$ cat src/rtl/interrupt_controller_pkg.sv
// rtl/interrupt_controller_pkg.sv - shared constants and ack state encoding for the interrupt controller
package interrupt_controller_pkg;

  localparam int          NUM_IRQ     = 5;
  localparam int          IRQ_IDX_W   = $clog2(NUM_IRQ);
  localparam logic [15:0] IF_ADDR     = 16'hFF0F;
  localparam logic [15:0] IE_ADDR     = 16'hFFFF;
  localparam logic [7:0]  VECTOR_BASE = 8'h40;

  typedef enum logic {
    ACK_IDLE = 1'b0,
    ACK_HOLD = 1'b1
  } ack_state_e;

endpackage

$ cat src/rtl/interrupt_controller_edge.sv
// rtl/interrupt_controller_edge.sv - enabled rising-edge detector producing one-cycle request pulses
module rising_edge_detect #(
  parameter int WIDTH = 1
) (
  input  logic             i_Clk,
  input  logic             i_nRst,
  input  logic             i_Enable,
  input  logic [WIDTH-1:0] i_Level,
  output logic [WIDTH-1:0] o_Pulse
);

  logic [WIDTH-1:0] prev_q;
  logic [WIDTH-1:0] prev_d;

  // Previous level only advances on enabled cycles, so an edge spanning a stall is still seen.
  always_comb begin
    prev_d = prev_q;
    if (i_Enable) prev_d = i_Level;
  end

  always_ff @(posedge i_Clk or negedge i_nRst) begin
    if (!i_nRst) prev_q <= '0;
    else         prev_q <= prev_d;
  end

  assign o_Pulse = i_Level & ~prev_q;

endmodule

$ cat src/rtl/interrupt_controller.sv
// rtl/interrupt_controller.sv - IF/IE registers, request edge latching and CPU interrupt acknowledge
module interrupt_controller
  import interrupt_controller_pkg::*;
(
  input  logic               i_Clk,
  input  logic               i_nRst,
  input  logic               i_Enable,
  input  logic [15:0]        i_Address,
  input  logic [7:0]         i_Bus,
  input  logic               i_Bus_Out,
  input  logic               i_Bus_In,
  input  logic [NUM_IRQ-1:0] i_Requests,
  input  logic               i_Handle_Interrupt,
  output logic [NUM_IRQ-1:0] o_Interrupts,
  output logic [7:0]         o_Data,
  output logic               o_Data_Valid,
  output logic [7:0]         o_Vector
);

  logic [NUM_IRQ-1:0]   if_q, if_d;
  logic [7:0]           ie_q, ie_d;
  logic [7:0]           vector_q, vector_d;
  ack_state_e           state_q, state_d;
  logic [NUM_IRQ-1:0]   req_pulse;
  logic [NUM_IRQ-1:0]   pending;
  logic [IRQ_IDX_W-1:0] ack_idx;
  logic                 if_hit, ie_hit;

  function automatic logic [IRQ_IDX_W-1:0] lowest_set(input logic [NUM_IRQ-1:0] v);
    lowest_set = '0;
    for (int i = NUM_IRQ - 1; i >= 0; i--) begin
      if (v[i]) lowest_set = IRQ_IDX_W'(i);
    end
  endfunction

  rising_edge_detect #(.WIDTH(NUM_IRQ)) u_req_edge (
    .i_Clk    (i_Clk),
    .i_nRst   (i_nRst),
    .i_Enable (i_Enable),
    .i_Level  (i_Requests),
    .o_Pulse  (req_pulse)
  );

  assign pending = if_q & ie_q[NUM_IRQ-1:0];
  assign ack_idx = lowest_set(pending);

  // Write first, then ack clear, then edge set: a fresh request is never lost.
  always_comb begin
    if_d     = if_q;
    ie_d     = ie_q;
    vector_d = vector_q;
    state_d  = state_q;
    if (i_Enable) begin
      if (i_Bus_Out && i_Address == IF_ADDR) if_d = i_Bus[NUM_IRQ-1:0];
      if (i_Bus_Out && i_Address == IE_ADDR) ie_d = i_Bus;
      case (state_q)
        ACK_IDLE: begin
          if (i_Handle_Interrupt) begin
            state_d = ACK_HOLD;
            if (|pending) begin
              if_d[ack_idx] = 1'b0;
              vector_d      = VECTOR_BASE + 8'({ack_idx, 3'b000});
            end else begin
              vector_d = 8'h00;
            end
          end
        end
        ACK_HOLD: begin
          if (!i_Handle_Interrupt) state_d = ACK_IDLE;
        end
        default: state_d = ACK_IDLE;
      endcase
      if_d = if_d | req_pulse;
    end
  end

  always_ff @(posedge i_Clk or negedge i_nRst) begin
    if (!i_nRst) begin
      if_q     <= '0;
      ie_q     <= '0;
      vector_q <= '0;
      state_q  <= ACK_IDLE;
    end else begin
      if_q     <= if_d;
      ie_q     <= ie_d;
      vector_q <= vector_d;
      state_q  <= state_d;
    end
  end

  assign if_hit = i_Bus_In && (i_Address == IF_ADDR);
  assign ie_hit = i_Bus_In && (i_Address == IE_ADDR);

  always_comb begin
    o_Data = 8'h00;
    if (if_hit)      o_Data = {{(8 - NUM_IRQ){1'b1}}, if_q};
    else if (ie_hit) o_Data = ie_q;
  end

  assign o_Data_Valid = if_hit | ie_hit;
  assign o_Interrupts = pending;
  assign o_Vector     = vector_q;

endmodule
$ cat config.mk
export PLATFORM = sky130hd
export DESIGN_NAME = interrupt_controller
export DESIGN_NICKNAME = d
export VERILOG_FILES = /design/src/rtl/interrupt_controller_pkg.sv /design/src/rtl/interrupt_controller_edge.sv /design/src/rtl/interrupt_controller.sv
export SDC_FILE = /design/constraint.sdc
export NUM_CORES = 1
export LEC_CHECK = 0
export ABC_CLOCK_PERIOD_IN_PS = 1100
export BUFFER_PORTS_ARGS = -buffer_cell sky130_fd_sc_hd__buf_2
export CORE_AREA = 8 8 68 70
export CTS_CLUSTER_SIZE = 10
export DETAILED_ROUTE_END_ITERATION = 7
export DIE_AREA = 0 0 76 78
export GPL_TIMING_DRIVEN = 0
export PLACE_DENSITY = 0.7
export SLEW_MARGIN = 20
export SYNTH_ARGS = -nofsm -noshare
export SYNTH_HDL_FRONTEND = slang
export SYNTH_SLANG_ARGS = --single-unit
$ cat constraint.sdc
create_clock -name i_Clk -period 1.1 [get_ports i_Clk]
set_input_delay 0.11 -clock i_Clk [delete_from_list [all_inputs] [get_ports i_Clk]]
set_output_delay 0.11 -clock i_Clk [all_outputs]
set_load 0.03 [all_outputs]
==> results_dict.tcl <==
set metrics [dict create \
    coreArea_um2 3550 \
    wl_per_cell_um 17.8 \
    final_area_um2 2340 \
    root_buffer "clkbuf_4" \
    p_int_w 0.00114 \
    dp_cells 232 \
    critPathMaxStageDelay_ns 0.56 \
    power.density_nw_per_um2 673 \
    fin_skew_ns 0.0125 \
    violations "negative setup slack" \
    initial_utilization_pct 39.1 \
    dp_hpwl_mm 2.96 \
    synthFlopType "dfrtp_1" \
    syn-instance-count 130 \
    first_global_vias 1518 \
    cp.required_ns 0.99 \
    clkTransAtPathRegs_ns 0.12 \
    synth-edff-count 0 \
    vias 1429 \
    max_freq_mhz 658 \
    clock-sinks 23 \
    synth_top_area_share_pct 41.4 \
    arrival_ns 1.41 \
    die_w_um 76 \
    critPathKind "input port to primary output" \
    min_period_ns 1.52 \
    ys_warn_count 0 \
    hold_path.startpoint "i_Bus[6]" \
    io_pins 57 \
    tns_ns -5.01 \
    p_seq_share_pct 55.9 \
    insertion_delay_ns 0.33 \
    worst_pin_slew_ns 0.539 \
    cp_cell_sequence "buf_8 > or4_4 > nor4_4 > buf_4 > a22o_4 > buf_6" \
    reg2reg_slack_ns -0.19 \
    synth_common_cells "dfrtp_1 (23), mux2_2 (14), nand2_1 (14)" \
    period_share_pct 138 \
    rows 22 \
    grt-ovfl-total 0 \
    hold_slack_ns 0.0141 \
    hold_class "input port to flip-flop" \
    grt_pass1_wl_mm 7.45 \
    placed_cell_area_um2 1810 \
    p_sw_share_pct 27.4 \
    ant_nets 0 \
    setup_viol 22 \
    grt_usage_pct 15.3 \
    comb_power_share_pct 18.5 \
    wl_mm 4.76 \
    path_depth 6 \
    startpoint_type "input port" \
    fp.dieH_um 78 \
    finalNonFillerCells 267 \
    synth_seq_cells 23 \
    end_kind "primary output" \
    hold_depth 2 \
    p_leak_nw 1.14 \
    drt_first_pass_iters 4 \
    power.net_switching_w 0.000431 \
    antenna_found_initial 0 \
    avgSynthCellArea_um2 10.7 \
    cts_tree "built" \
    drt_iter0_drc 91 \
    netlist_area_um2 1390 \
    num-fill-cells 273 \
    dieArea_um2 5930 \
    min_delay_worst_endpoint "ie_q[6]$_DFFE_PN0P_" \
    synth_area_leaders "dfrtp_1 (41%), mux2_2 (11%), nand4_4 (4.6%)" \
    multi_input_area_um2 953 \
    synthArstFlopShare_pct 100 \
    drive_above_1_share_pct 68.0 \
    r2r_cells 5 \
    place_congestion 0.797 \
    grt_max_degree 24 \
    fin_nets 255 \
    status "finished, violations left" \
    ir_drop_mv 0.517 \
    seqCellArea_um2 582 \
    drc_errors 0 \
    numCtsBuffers 3 \
    r2r-start "if_q[1]$_DFFE_PN0P_" \
    finalMaxSlewViolations 0 \
    setup_ws_ns -0.421 \
    yosys.cell_count.top_type "dfrtp_1" \
    cp_top_family "simple AND/OR/NAND/NOR gates" \
    ys_types 33 \
    r2r-end "if_q[3]$_DFFE_PN0P_" \
    rsz0062_at_grt "yes" \
    syn_to_final_growth_pct 68.2 \
    dp_slack_ns -0.549 \
    diodes 0 \
    viasPerCell 5.35 \
    cp_max_fo 4 \
    clock_path_buffers 2 \
    maxCapViolations 0 \
    critical_path.slowest_cell "or4_4" \
    slew_headroom_pct 64.1 \
    cts_max_level 1 \
    clkPwrFrac_pct 25.6 \
    place.port_buffers 51 \
    yosys.area.top_type "dfrtp_1" \
    path_buf_inv 3 \
    seq_area_frac_synth_pct 41.4 \
    finalHoldViolCount 0 \
]
flip-flops by register name, summed over array words and instances, names as in the netlist:
signal / count
ie_q: 8
if_q: 5
o_Vector: 4
state_q: 1
u_req_edge.prev_q: 5
power by group through the flow:
stage,Sequential [W],Combinational (W),Clock [W]
detailed placement,0.000895,0.000245,0
floorplan,0.000892,0.000130,0
CTS,0.000880,0.000275,0.000413
global route,0.000883,0.000315,0.000440
global placement,0.000894,0.000238,0
finish,0.000880,0.000291,0.000404
per-layer routing:
metal	wire length, um	part of all wire [%]	up-vias	global-route usage (%)
met5	0	0	-	0
met4	78	1.6	0	3.33
met3	263	5.5	13	4.95
met2	2510	53	52	27.6
met1	1900	40	710	17.0
li1	-	-	654	-
layout make-up:
cell class	instances	share of cell area, %
clock inverter	1	0.214
multi-input combinational	100	40.8
buffer	6	2.51
timing repair buffer	82	27.4
sequential	23	24.9
tap	48	2.57
inverter	4	0.642
clock buffer	3	0.963
worst max path at each step:
stage                 start        end
3_5_place_dp   i_Address[4]  o_Data[1]
5_1_grt        i_Address[4]  o_Data[4]
3_3_place_gp   i_Address[4]  o_Data[0]
2_1_floorplan  i_Address[4]  o_Data[0]
4_1_cts        i_Address[4]  o_Data[4]
6_report       i_Address[4]  o_Data[3]
layout by cell type, fill, tap and decap left out, drive strengths merged:
cell type / instances
inv: 4
nor2b: 4
conb: 4
and2: 8
nand3: 1
a21oi: 5
dfrtp: 23
o211ai: 5
and4: 1
o41ai: 1
nor2: 4
buf: 85
mux2i: 3
o31ai: 1
clkbuf: 5
dlygate4sd3: 1
nor4: 5
o21ai: 6
nand3b: 1
clkinv: 1
or4: 1
a22oi: 2
nand4: 12
or3: 1
mux2: 14
a22o: 5
nand2: 15
or2: 1
logic make-up after synthesis:
kind of cell | synth area share, %
other | 0.270
AO/OA/AOI/OAI | 12.1
multiplexers | 13.5
buffers and inverters | 3.78
flip-flops | 41.4
AND/OR/NAND/NOR | 29.0
per-stage QoR:
step	util, %	power (W)
global route	65.9	0.00164
floorplan	-	0.00102
global placement	51.0	0.00113
finish	65.9	0.00157
CTS	61.7	0.00157
detailed placement	51.0	0.00114
repair_timing:
action | CTS | global route
gates resized for setup | 54 | 16
hold buffers | 1 | 0
pin swaps | 18 | 19
endpoints found under the setup margin | 23 | 31
buffers inserted | 19 | 11
endpoints found under the hold margin | 23 | 0
(Power assumes the default switching activity.)
